$ cat src/rtl/inst_loader_if.sv
// Loader handshake bundle: control, byte-stream receive side and instruction-memory write port.
interface inst_loader_if #(
   parameter int IW = 16,
   parameter int DW = 9
);
   logic          Start;
   logic [7:0]    RxData;
   logic          RxValid;
   logic          RxReady;
   logic          WrEn;
   logic [IW-1:0] WrAddr;
   logic [DW-1:0] WrData;
   logic          Busy;
   logic          Done;
   logic          Error;

   modport master (
      output Start, RxData, RxValid,
      input  RxReady, WrEn, WrAddr, WrData, Busy, Done, Error
   );

   modport slave (
      input  Start, RxData, RxValid,
      output RxReady, WrEn, WrAddr, WrData, Busy, Done, Error
   );
endinterface

$ cat src/rtl/inst_loader.sv
// Byte-stream program loader: length header + 2-byte instructions written to consecutive addresses.
// Optional trailing XOR checksum enabled by defining INST_LOADER_CHECKSUM_EN.
module inst_loader #(
   parameter int IW = 16,
   parameter int DW = 9
) (
   input logic          CLK,
   input logic          Reset,
   inst_loader_if.slave bus
);

`ifdef INST_LOADER_CHECKSUM_EN
   typedef enum logic [2:0] {
      IDLE, HDR_LO, HDR_HI, INS_LO, INS_HI, WRITE, CHK, DONE
   } state_t;
   localparam state_t LAST = CHK;
`else
   typedef enum logic [2:0] {
      IDLE, HDR_LO, HDR_HI, INS_LO, INS_HI, WRITE, DONE
   } state_t;
   localparam state_t LAST = DONE;
`endif

   state_t        state_q, state_d;
   logic [15:0]   cnt_q, cnt_d;
   logic [IW-1:0] addr_q, addr_d;
   logic [DW-1:0] data_q, data_d;
   logic          rx_ready;
   logic          accept;
`ifdef INST_LOADER_CHECKSUM_EN
   logic [7:0]    csum_q, csum_d;
   logic          err_q, err_d;
`endif

   always_ff @(posedge CLK or posedge Reset) begin
      if (Reset) begin
         state_q <= IDLE;
         cnt_q   <= '0;
         addr_q  <= '0;
         data_q  <= '0;
`ifdef INST_LOADER_CHECKSUM_EN
         csum_q  <= '0;
         err_q   <= 1'b0;
`endif
      end else begin
         state_q <= state_d;
         cnt_q   <= cnt_d;
         addr_q  <= addr_d;
         data_q  <= data_d;
`ifdef INST_LOADER_CHECKSUM_EN
         csum_q  <= csum_d;
         err_q   <= err_d;
`endif
      end
   end

   always_comb begin
      state_d  = state_q;
      cnt_d    = cnt_q;
      addr_d   = addr_q;
      data_d   = data_q;
      rx_ready = (state_q == HDR_LO) || (state_q == HDR_HI) ||
                 (state_q == INS_LO) || (state_q == INS_HI)
`ifdef INST_LOADER_CHECKSUM_EN
                 || (state_q == CHK)
`endif
                 ;
      accept   = rx_ready && bus.RxValid;
`ifdef INST_LOADER_CHECKSUM_EN
      csum_d   = accept ? (csum_q ^ bus.RxData) : csum_q;
      err_d    = err_q;
`endif

      case (state_q)
         IDLE, DONE: begin
            if (bus.Start) begin
               state_d = HDR_LO;
               addr_d  = '0;
`ifdef INST_LOADER_CHECKSUM_EN
               csum_d  = '0;
               err_d   = 1'b0;
`endif
            end
         end
         HDR_LO: if (accept) begin
            cnt_d[7:0] = bus.RxData;
            state_d    = HDR_HI;
         end
         HDR_HI: if (accept) begin
            cnt_d[15:8] = bus.RxData;
            state_d     = ({bus.RxData, cnt_q[7:0]} != 16'd0) ? INS_LO : LAST;
         end
         INS_LO: if (accept) begin
            data_d[7:0] = bus.RxData;
            state_d     = INS_HI;
         end
         INS_HI: if (accept) begin
            data_d[8] = bus.RxData[0];
            state_d   = WRITE;
         end
         // Address/count advance after the strobe cycle, so WrAddr is stable while WrEn=1.
         WRITE: begin
            cnt_d   = cnt_q - 16'd1;
            addr_d  = addr_q + 1'b1;
            state_d = (cnt_q != 16'd1) ? INS_LO : LAST;
         end
`ifdef INST_LOADER_CHECKSUM_EN
         CHK: if (accept) begin
            err_d   = (bus.RxData != csum_q);
            state_d = DONE;
         end
`endif
         default: state_d = IDLE;
      endcase
   end

   assign bus.RxReady = rx_ready;
   assign bus.WrEn    = (state_q == WRITE);
   assign bus.WrAddr  = addr_q;
   assign bus.WrData  = data_q;
   assign bus.Busy    = (state_q != IDLE) && (state_q != DONE);
   assign bus.Done    = (state_q == DONE);
`ifdef INST_LOADER_CHECKSUM_EN
   assign bus.Error   = err_q;
`else
   assign bus.Error   = 1'b0;
`endif

endmodule
$ cat src/flat_wrapper.sv
// flat-port wrapper written by rule: the top's interface ports become plain ports
module inst_loader_flat 
#(
   parameter int IW = 16,
   parameter int DW = 9
)
  (CLK, Reset, bus_Start, bus_RxData, bus_RxValid, bus_RxReady, bus_WrEn, bus_WrAddr, bus_WrData, bus_Busy, bus_Done, bus_Error);
  inst_loader_if #(.IW(IW), .DW(DW)) bus_i ();
  input logic CLK;
  input logic Reset;
  input wire logic [$bits(bus_i.Start)-1:0] bus_Start;
  input wire logic [$bits(bus_i.RxData)-1:0] bus_RxData;
  input wire logic [$bits(bus_i.RxValid)-1:0] bus_RxValid;
  output wire logic [$bits(bus_i.RxReady)-1:0] bus_RxReady;
  output wire logic [$bits(bus_i.WrEn)-1:0] bus_WrEn;
  output wire logic [$bits(bus_i.WrAddr)-1:0] bus_WrAddr;
  output wire logic [$bits(bus_i.WrData)-1:0] bus_WrData;
  output wire logic [$bits(bus_i.Busy)-1:0] bus_Busy;
  output wire logic [$bits(bus_i.Done)-1:0] bus_Done;
  output wire logic [$bits(bus_i.Error)-1:0] bus_Error;
  assign bus_i.Start = bus_Start;
  assign bus_i.RxData = bus_RxData;
  assign bus_i.RxValid = bus_RxValid;
  assign bus_RxReady = bus_i.RxReady;
  assign bus_WrEn = bus_i.WrEn;
  assign bus_WrAddr = bus_i.WrAddr;
  assign bus_WrData = bus_i.WrData;
  assign bus_Busy = bus_i.Busy;
  assign bus_Done = bus_i.Done;
  assign bus_Error = bus_i.Error;
  inst_loader #(.IW(IW), .DW(DW)) u_core (.CLK(CLK), .Reset(Reset), .bus(bus_i));
endmodule
$ cat config.mk
export PLATFORM = sky130hd
export DESIGN_NAME = inst_loader_flat
export DESIGN_NICKNAME = d
export VERILOG_FILES = /design/src/rtl/inst_loader_if.sv /design/src/rtl/inst_loader.sv /design/src/flat_wrapper.sv
export SDC_FILE = /design/constraint.sdc
export NUM_CORES = 1
export LEC_CHECK = 0
export BUFFER_PORTS_ARGS = -buffer_cell sky130_fd_sc_hd__buf_2
export CAP_MARGIN = 30
export CORE_MARGIN = 10
export CORE_UTILIZATION = 40
export DETAILED_ROUTE_END_ITERATION = 16
export GPL_TIMING_DRIVEN = 0
export SKIP_LAST_GASP = 1
export SLEW_MARGIN = 30
export SYNTH_ARGS = -nofsm -noshare
export SYNTH_HDL_FRONTEND = slang
export SYNTH_SLANG_ARGS = --single-unit
$ cat constraint.sdc
create_clock -name CLK -period 5.2 [get_ports CLK]
set_input_delay 0.26 -clock CLK [delete_from_list [all_inputs] [get_ports CLK]]
set_output_delay 0.26 -clock CLK [all_outputs]
set_load 0.05 [all_outputs]
### Word level (Yosys, flattened, before mapping)

Cells that the tools add are included.

| word-level totals | value |
|---|---|
| register bits | 44 |
| bits of input ports | 12 |
| output and inout port bits | 30 |
| word-level logic and storage cells | 52 |

| cells by class | value |
|---|---|
| reductions and logical operators | 18 |
| equal/unequal tests | 13 |
| $add $sub $neg | 2 |
| muxes and demuxes | 13 |

Operators by type and width:

| cell | count |
|---|---|
| $pmux 16 s2 | 1 |
| $pmux 8 s2 | 2 |
| $mux 3 | 7 |
| $pmux 3 s6 | 1 |
| $add 16x1->16 const B | 1 |
| $mux 16 | 1 |
| $ne 16x1->1 const B | 1 |
| $reduce_bool 16->1 | 1 |
| $sub 16x1->16 const B | 1 |
| $reduce_and 2->1 | 5 |
| $eq 3x3->1 const B | 3 |
| $mux 8 | 1 |
| $ne 2x1->1 const B | 4 |
| $eq 3x2->1 const B | 2 |
| $reduce_bool 2->1 | 3 |
| $reduce_and 5->1 | 1 |
| $eq 3x1->1 const B | 1 |
| $logic_not 3->1 | 1 |
| $logic_or 1x1->1 | 3 |
| $ne 3x3->1 const B | 1 |
| $reduce_bool 3->1 | 1 |
| $logic_and 1x1->1 | 2 |
| $ne 2x2->1 const B | 1 |
| $reduce_or 2->1 | 1 |

### Depth between registers and ports, before layout

Gate-level depths: netlist of run 1.

| depth | value |
|---|---|
| depth in word-level cells | 7 |
| depth in mapped cells | 7 |
| mapped depth without buffers | 6 |

### Worst setup path after synthesis of run 1

Ideal clock, no wire load.

| timing path | value |
|---|---|
| path type | register to output |
| from | reg u_core.state_q[2] |
| to | out bus_Done |
| cell stages (with the launch flop) | 4 |
| path slack | 3.033 ns |
| buffers on the path | 2 |
| required time | 4.940 ns |
| data arrival time | 1.907 ns |
| cell sequence | dfrtp_1 -> clkbuf_2 -> clkbuf_1 -> nor3b_1 |

| on the way | value |
|---|---|
| longest elaborated chain between the ends | 1 |

RTL lines:

| element | line | text |
|---|---|---|
| start, declared | inst_loader.sv:24 | `state_t state_q, state_d;` |
| start signal, assigned | inst_loader.sv:46 | `state_q <= state_d;` |
| $eq 3x3->1 | inst_loader.sv:122 | `assign bus.Done = (state_q == DONE);` |
| end, declared | flat_wrapper.sv:19 | `output wire logic [$bits(bus_i.Done)-1:0] bus_Done;` |

No other way between the ends.

### Worst setup path after layout of run 1

| timing path | value |
|---|---|
| from | reg u_core.state_q[1] |
| to | out bus_WrEn |

| on the way | value |
|---|---|
| longest elaborated chain between the ends | 1 |

RTL lines:

| element | line | text |
|---|---|---|
| $eq 3x3->1 | inst_loader.sv:118 | `assign bus.WrEn = (state_q == WRITE);` |
| end, declared | flat_wrapper.sv:15 | `output wire logic [$bits(bus_i.WrEn)-1:0] bus_WrEn;` |

No other way between the ends.

==> impl_summary.log, run 1 <==
[metrics] Routability Congestion: 0.874
[metrics] clock period minus final worst setup slack: 2510 ps
[metrics] htree depth: 2
[metrics] simple-gate share of the synthesized area: 0.254
[metrics] depth of the worst register-to-register path: 7
[metrics] Post-Synthesis Cells: 277
[metrics] end of the worst register-to-register path: u_core.cnt_q[12]$_DFFE_PP0P_
[metrics] worst rel slew slack: 0.560
[metrics] Hold Buf Count CTS: 0
[metrics] switching power summed over all nets: 755 µW
[metrics] Power Total: 1.57 mW
[metrics] vertical extent of the die: 98.9 µm
[metrics] wire length after detailed routing: 6590 µm
[metrics] most frequent cells after synthesis: dfrtp_1 (44), o21ai_0 (32), nand2_1 (24)
[metrics] number of max-cap violations: 0
[metrics] clock tree from TritonCTS: yes
[metrics] TritonCTS buffer count: 5
[metrics] Final Hold Vio Count: 0
[metrics] die width: 98.9 µm
[metrics] register area share after synthesis: 0.442
[metrics] Post-CTS Setup Repair Bufs: 0
[metrics] CTS resizes: 0
[metrics] fraction of power consumed by the clock network: 0.143
[metrics] worst-case register-to-register setup slack: 2850 ps
[metrics] Max Buffers Root-to-Sink: 2
[metrics] most area-hungry cell type in the Yosys netlist: dfrtp_1
[metrics] Worst Clk Skew: 12.4 ps
[metrics] cell area power density: 544 nW/µm²
[metrics] Post-synth ARST share: 1.00
[metrics] worst setup path category: flop to output pin
[metrics] most frequent cell after synthesis: dfrtp_1
[metrics] Synth Net Count: 293
[metrics] combinational power share: 0.495
[metrics] WL/cell: 16.5 µm
[metrics] Setup TNS Final: 0 ps
[metrics] parity-gate share of the synthesized area counting xor and xnor cells: 0.0106
[metrics] initial standard-cell utilization of the core: 0.416
[metrics] final-report setup violation count: 0
[metrics] synth top area cells: dfrtp_1 (44%), o21ai_0 (6.4%), mux2_2 (4.1%), nand2_1 (3.6%), nor2_1 (3.3%)
[metrics] net switching share of the total power: 0.482
[metrics] die area: 9780 µm²
[metrics] transition time of the tightest slew-check pin: 660 ps
[metrics] combined area of all synthesized cells: 2490 µm²
[metrics] Compound-Gate Fraction of Synth Area: 0.174
[metrics] setup repair after global routing missed its margin: false
[metrics] proportion of netlist area held by the largest area contributor: 0.442
[metrics] Antenna diodes: 0
[metrics] WP data required: 4940 ps
[metrics] Sequential cell area: 1100 µm²
[metrics] count of filler cells inserted in the layout: 620
[metrics] fraction of final layout cells sized beyond drive strength 1: 0.215
[metrics] Slew Limit Fails: 0
[metrics] Static Leakage: 1.28 nW
[metrics] peak ir drop on the vdd network: 0.320 mV
[metrics] synthesis-stage register bit count: 44
[metrics] number of enable-type register cells in the synthesized netlist: 0
[metrics] crit path capture type: output pin
[metrics] First-pass DRT Iterations: 4
[metrics] area of combinational cells with multiple inputs: 1290 µm²
[metrics] total congestion overflow: 0
[metrics] Floorplan Core Area: 5990 µm²
[metrics] first-iteration detailed-routing DRC count: 217
[metrics] met1 layer wirelength in the final routing: 3170 µm
[metrics] residual antenna-violating net count after detailed routing: 0
[metrics] relative contribution of sequential cells to total power: 0.362
[metrics] wire length of the first global-routing pass: 11,300 µm
[metrics] internal power: 812 µW
[metrics] Vias/cell: 5.63
[metrics] syn avg cell area: 8.99 µm²
[metrics] Worst Setup Start Kind: flop
[metrics] cell at the root of the clock tree: clkbuf_8
[metrics] row count: 28
[metrics] mux cell area share after synthesis: 0.0568
[metrics] top routing layer used: met4
[metrics] top-level port count: 42
[metrics] Clk Latency, worst-skew pair: 300 ps
[metrics] number of clock sinks seen by CTS: 44
[metrics] Min-Delay Path Class: primary input to asynchronous set/reset pin
[metrics] Layout Nets: 340
[metrics] GR Util All Layers: 0.135
[metrics] CP max FO: 10
[metrics] status: complete, no violations
[metrics] final routed DRC violation total: 0
[metrics] detailed route wirelength on metal3: 340 µm
[metrics] pin count of the biggest net entering global routing: 45
[metrics] total number of vias: 2,253
[metrics] vias in the first global route: 2,197
[metrics] Unique masters post-synth: 55
[metrics] dominant combinational cell family by area after synthesis: simple AND/OR/NAND/NOR gates
[metrics] met2 routed WL: 3020 µm
[metrics] number of antenna violations at the first check in global routing: 0
[metrics] number of warnings printed during yosys synthesis: 0
[metrics] Area Overhead vs Synth: 15.6%
[metrics] HPWL after DPL: 4830 µm
[metrics] ratio of final minimum period to clock period: 0.483
[metrics] adder-cell share of the synthesized area: 0.0201
[metrics] predominant post-synthesis flop cell: dfrtp_1
[metrics] Achievable Freq: 0.398 GHz
[metrics] number of port buffers: 40
[metrics] Clk pin slew, worst setup/hold paths: 90 ps
[metrics] startpoint of the worst-slack reg-to-reg timing path: u_core.cnt_q[0]$_DFFE_PP0P_
[metrics] arrival time of data at the critical path endpoint: 2250 ps
flip-flops by register name, indices dropped and copies added, names as in the netlist:
name	count
u_core.bus.WrAddr	16
u_core.bus.WrData	9
u_core.cnt_q	16
u_core.state_q	3
critical path, stage by stage (launching register included):
cell	delay, ps
dfrtp_1	410
buf_6	150
nand3b_2	320
clkinv_1	200
clkbuf_1	490
buf_2	380
worst max-delay path by stage:
stage / from / to
finish: u_core.state_q[1]$_DFFE_PP0P_ / bus_WrEn
global route: u_core.state_q[1]$_DFFE_PP0P_ / bus_WrEn
CTS: u_core.state_q[1]$_DFFE_PP0P_ / bus_WrEn
detailed placement: u_core.cnt_q[0]$_DFFE_PP0P_ / u_core.cnt_q[12]$_DFFE_PP0P_
global placement: u_core.cnt_q[0]$_DFFE_PP0P_ / u_core.cnt_q[12]$_DFFE_PP0P_
floorplan: u_core.state_q[2]$_DFFE_PP0P_ / bus_Done
cell type report:
type | count | share of cell area
buffer | 16 | 0.0261
clock buffer | 6 | 0.0287
clock inverter | 2 | 0.00348
inverter | 7 | 0.0100
multi-input combinational | 210 | 0.447
sequential | 44 | 0.382
tap | 75 | 0.0326
timing repair buffer | 40 | 0.0695
logic make-up after synthesis:
kind of cell | Yosys count
multiplexers | 13
flip-flops | 44
adder cells (fa/ha/maj) | 4
other | 1
AO/OA/AOI/OAI | 72
XOR/XNOR | 3
AND/OR/NAND/NOR | 117
buffers and inverters | 23
per-layer routing:
metal | global-route usage | up-vias
li1 | - | 1119
met1 | 0.186 | 1079
met2 | 0.203 | 50
met3 | 0.0363 | 5
met4 | 0.0375 | 0
met5 | 0 | -
placed cells by master (no fill, tap or decap), drive strengths merged, types with 6 or more instances in the layout:
| cell | count |
|---|---|
| dfrtp | 44 |
| nand4 | 8 |
| o21ai | 32 |
| a21oi | 14 |
| nor3 | 7 |
| inv | 6 |
| nor2 | 22 |
| mux2 | 9 |
| clkbuf | 19 |
| and3 | 7 |
| or3 | 8 |
| nand3 | 14 |
| nand2 | 24 |
| buf | 43 |
power by group through the flow:
| stage | Combinational [mW] | Clock (mW) | Sequential, mW |
|---|---|---|---|
| 2_1_floorplan | 0.449 | 0 | 0.705 |
| 3_3_place_gp | 0.772 | 0 | 0.568 |
| 3_5_place_dp | 0.778 | 0 | 0.573 |
| 4_1_cts | 0.781 | 0.231 | 0.565 |
| 5_1_grt | 0.848 | 0.248 | 0.591 |
| 6_report | 0.776 | 0.224 | 0.567 |
through the flow:
stage	setup slack, ps	utilization	std cells	instance area, µm²	hold WS, ps
after CTS	2680	0.481	400	2880	35.0
after global routing	2530	0.481	400	2880	53.9
after global placement	2900	0.465	392	2780	455
after detailed placement	2880	0.465	392	2790	361
final	2690	0.481	400	2880	13.3
after floorplan	3030	-	277	2490	376
(Power assumes the default switching activity.)
==> run 2, diff against run 1 <==
- clock period: 5.2 -> 2.35 ns (I/O delays scaled with it)
==> impl_summary.log, run 2 (same netlist as run 1, synthesis figures left out) <==
[metrics] status: complete, no violations
[metrics] cell family with the largest share of critical-path delay: compound AO/OA/AOI/OAI gates
[metrics] final routed DRC violation total: 0 (unchanged)
[metrics] total number of vias: 2,285 (+1.4%)
[metrics] slack of the critical path: 165 ps (-2520 ps)
[metrics] crit path capture type: flop
[metrics] worst setup path category: flop to flop
[metrics] startpoint of the worst-slack reg-to-reg timing path: u_core.cnt_q[0]$_DFFE_PP0P_
[metrics] first-iteration detailed-routing DRC count: 184 (-15%)
[metrics] number of clock sinks seen by CTS: 44 (unchanged)
[metrics] Max Buffers Root-to-Sink: 2 (unchanged)
[metrics] CP max stage cell: dfrtp_2
[metrics] CP max FO: 8 (-2)
[metrics] cell chain of the critical path: inv_1, ha_1, or4b_1, clkbuf_1, o41ai_2, a21oi_1, a211oi_1
[metrics] vertical extent of the die: 98.9 µm (unchanged)
[metrics] initial standard-cell utilization of the core: 0.416 (unchanged)
[metrics] die width: 98.9 µm (unchanged)
[metrics] Worst Setup Start Kind: flop
[metrics] Setup TNS Final: 0 ps (unchanged)
[metrics] most common cell after layout, fill and taps aside: dfrtp_1
[metrics] Antenna diodes: 0 (unchanged)
[metrics] residual antenna-violating net count after detailed routing: 0 (unchanged)
[metrics] final-report setup violation count: 0 (unchanged)
[metrics] ratio of final minimum period to clock period: 0.930
[metrics] Buf/Inv on CP: 2 (-2)
[metrics] instance area at placement: 2790 µm² (unchanged)
[metrics] WP data required: 2550 ps (-2390 ps)
[metrics] Clk Latency, worst-skew pair: 300 ps (about the same)
[metrics] Clk pin slew, worst setup/hold paths: 90 ps (about the same)
[metrics] HPWL after DPL: 4830 µm (unchanged)
[metrics] clock tree from TritonCTS: yes
[metrics] TritonCTS buffer count: 5 (unchanged)
[metrics] Achievable Freq: 0.458 GHz
[metrics] clock period minus final worst setup slack: 2180 ps
[metrics] number of antenna violations at the first check in global routing: 0 (unchanged)
[metrics] fraction of final layout cells sized beyond drive strength 1: 0.230 (+0.0147)
[metrics] pin count of the biggest net entering global routing: 45 (unchanged)
[metrics] commonest cells after routing, fill and taps aside: dfrtp_1 (43), buf_2 (41), o21ai_0 (32), nand2_1 (24), nor2_1 (22)
[metrics] top-level port count: 42 (unchanged)
[metrics] First-pass DRT Iterations: 4 (unchanged)
[metrics] end of the worst register-to-register path: u_core.cnt_q[10]$_DFFE_PP0P_
[metrics] htree depth: 2 (unchanged)
[metrics] arrival time of data at the critical path endpoint: 2390 ps (+140 ps)
[metrics] transition time of the tightest slew-check pin: 664 ps (+4.13 ps)
[metrics] GR Util All Layers: 0.135 (-0.000249)
[metrics] Vias/cell: 5.70 (+1.2%)
[metrics] Floorplan Core Area: 5990 µm² (unchanged)
[metrics] Sequential cell area: 1100 µm² (+0.11%)
[metrics] Fin Hold WS: 107 ps (+93.4 ps)
[metrics] Worst Clk Skew: 13.3 ps (+0.896 ps)
[metrics] row count: 28 (unchanged)
[metrics] number of max-cap violations: 0 (unchanged)
[metrics] total congestion overflow: 0 (unchanged)
[metrics] placed cell count: 392 (unchanged)
[metrics] wire length of the first global-routing pass: 11,200 µm (-0.18%)
[metrics] Power Total: 3.49 mW (+120%)
[metrics] Routability Congestion: 0.874 (unchanged)
[metrics] worst rel slew slack: 0.557 (-0.00276)
[metrics] WL/cell: 16.5 µm (+0.46%)
[metrics] non-filler cells in the finished layout: 401 (+0.25%)
[metrics] number of port buffers: 40 (unchanged)
[metrics] fin util: 0.487 (+0.00606)
[metrics] timing startpoint of the critical path: u_core.cnt_q[0]$_DFFE_PP0P_
[metrics] die area: 9780 µm² (unchanged)
[metrics] Worst Setup Slack post-DPL: 29.2 ps (-2850 ps)
[metrics] depth of the worst register-to-register path: 7 (unchanged)
[metrics] post-route cell area: 2920 µm² (+1.3%)
[metrics] Area Overhead vs Synth: 17.1%
[metrics] peak ir drop on the vdd network: 0.708 mV (+120%)
[metrics] worst-case register-to-register setup slack: 170 ps (-2680 ps)
[metrics] Min-Delay Path Class: primary input to flop
[metrics] count of filler cells inserted in the layout: 612 (-1.3%)
[metrics] Crit path largest cell delay: 460 ps (-30 ps)
[metrics] Static Leakage: 1.31 nW (+2.1%)
[metrics] number of cells on the critical path: 7 (+2)
[metrics] Layout Nets: 341 (+0.29%)
[metrics] cell at the root of the clock tree: clkbuf_8
[metrics] Final Hold Vio Count: 0 (unchanged)
[metrics] area of combinational cells with multiple inputs: 1310 µm² (+1.7%)
[metrics] wire length after detailed routing: 6630 µm (+0.71%)
[metrics] crit path to: u_core.cnt_q[10]$_DFFE_PP0P_
[metrics] cell area power density: 1200 nW/µm² (+120%)
[metrics] Slew Limit Fails: 0 (unchanged)
[metrics] vias in the first global route: 2,198 (+0.046%)
[metrics] setup repair after global routing missed its margin: true
run 2: cell count changes in the layout (fill, tap and decap cells not counted), sizes merged:
cell / change
dlygate4sd3: +1
run 2: final cells by class:
class | instances | share of cell area
repair buffers | 41 | 0.0721
multi-input cells | 210 | 0.449
flip-flops and latches | 44 | 0.378
clock buffers | 6 | 0.0283
plain buffers | 16 | 0.0266
inverters | 7 | 0.00987
well taps | 75 | 0.0322
clock inverters | 2 | 0.00343
run 2: worst register-to-register path, stage by stage, from the launching register on:
cell	delay [ps]
dfrtp_2	460
inv_1	90
ha_1	250
or4b_1	440
clkbuf_1	210
o41ai_2	300
a21oi_1	100
a211oi_1	230
run 2: report_power, final:
group          leakage (nW)  switching, mW  internal (mW)
combinational         0.710           1.18          0.554
sequential            0.546          0.243           1.02
clock                0.0510          0.264          0.235
total                  1.31           1.68           1.80
run 2: repair_timing:
item | in CTS | in global routing
setup endpoints to repair | 2 | 3
pin swaps | 0 | 0
hold buffers | 1 | 0
hold endpoints to repair | 44 | 0
resized for setup | 2 | 5
setup buffers | 0 | 0
run 2: per-layer routing:
layer | vias up | global-route usage | part of all wire
met5 | - | 0 | 0
met4 | 0 | 0.0375 | 0.0089
met3 | 5 | 0.0377 | 0.055
met2 | 64 | 0.201 | 0.46
met1 | 1097 | 0.186 | 0.48
li1 | 1119 | - | -
run 2: worst min path at each step:
stage	from	endpoint	slack, ps	depth (start not counted)
after floorplan	bus_RxData[5]	u_core.cnt_q[13]$_DFFE_PP0P_	230	2
after global placement	bus_RxData[2]	u_core.bus.WrData[2]$_DFFE_PP0P_	410	2
after detailed placement	Reset	u_core.bus.WrAddr[13]$_DFFE_PP0P_	220	2
final	bus_RxData[5]	u_core.cnt_q[13]$_DFFE_PP0P_	110	3
after global routing	bus_RxData[6]	u_core.bus.WrData[6]$_DFFE_PP0P_	100	2
after CTS	bus_RxData[2]	u_core.bus.WrData[2]$_DFFE_PP0P_	110	2
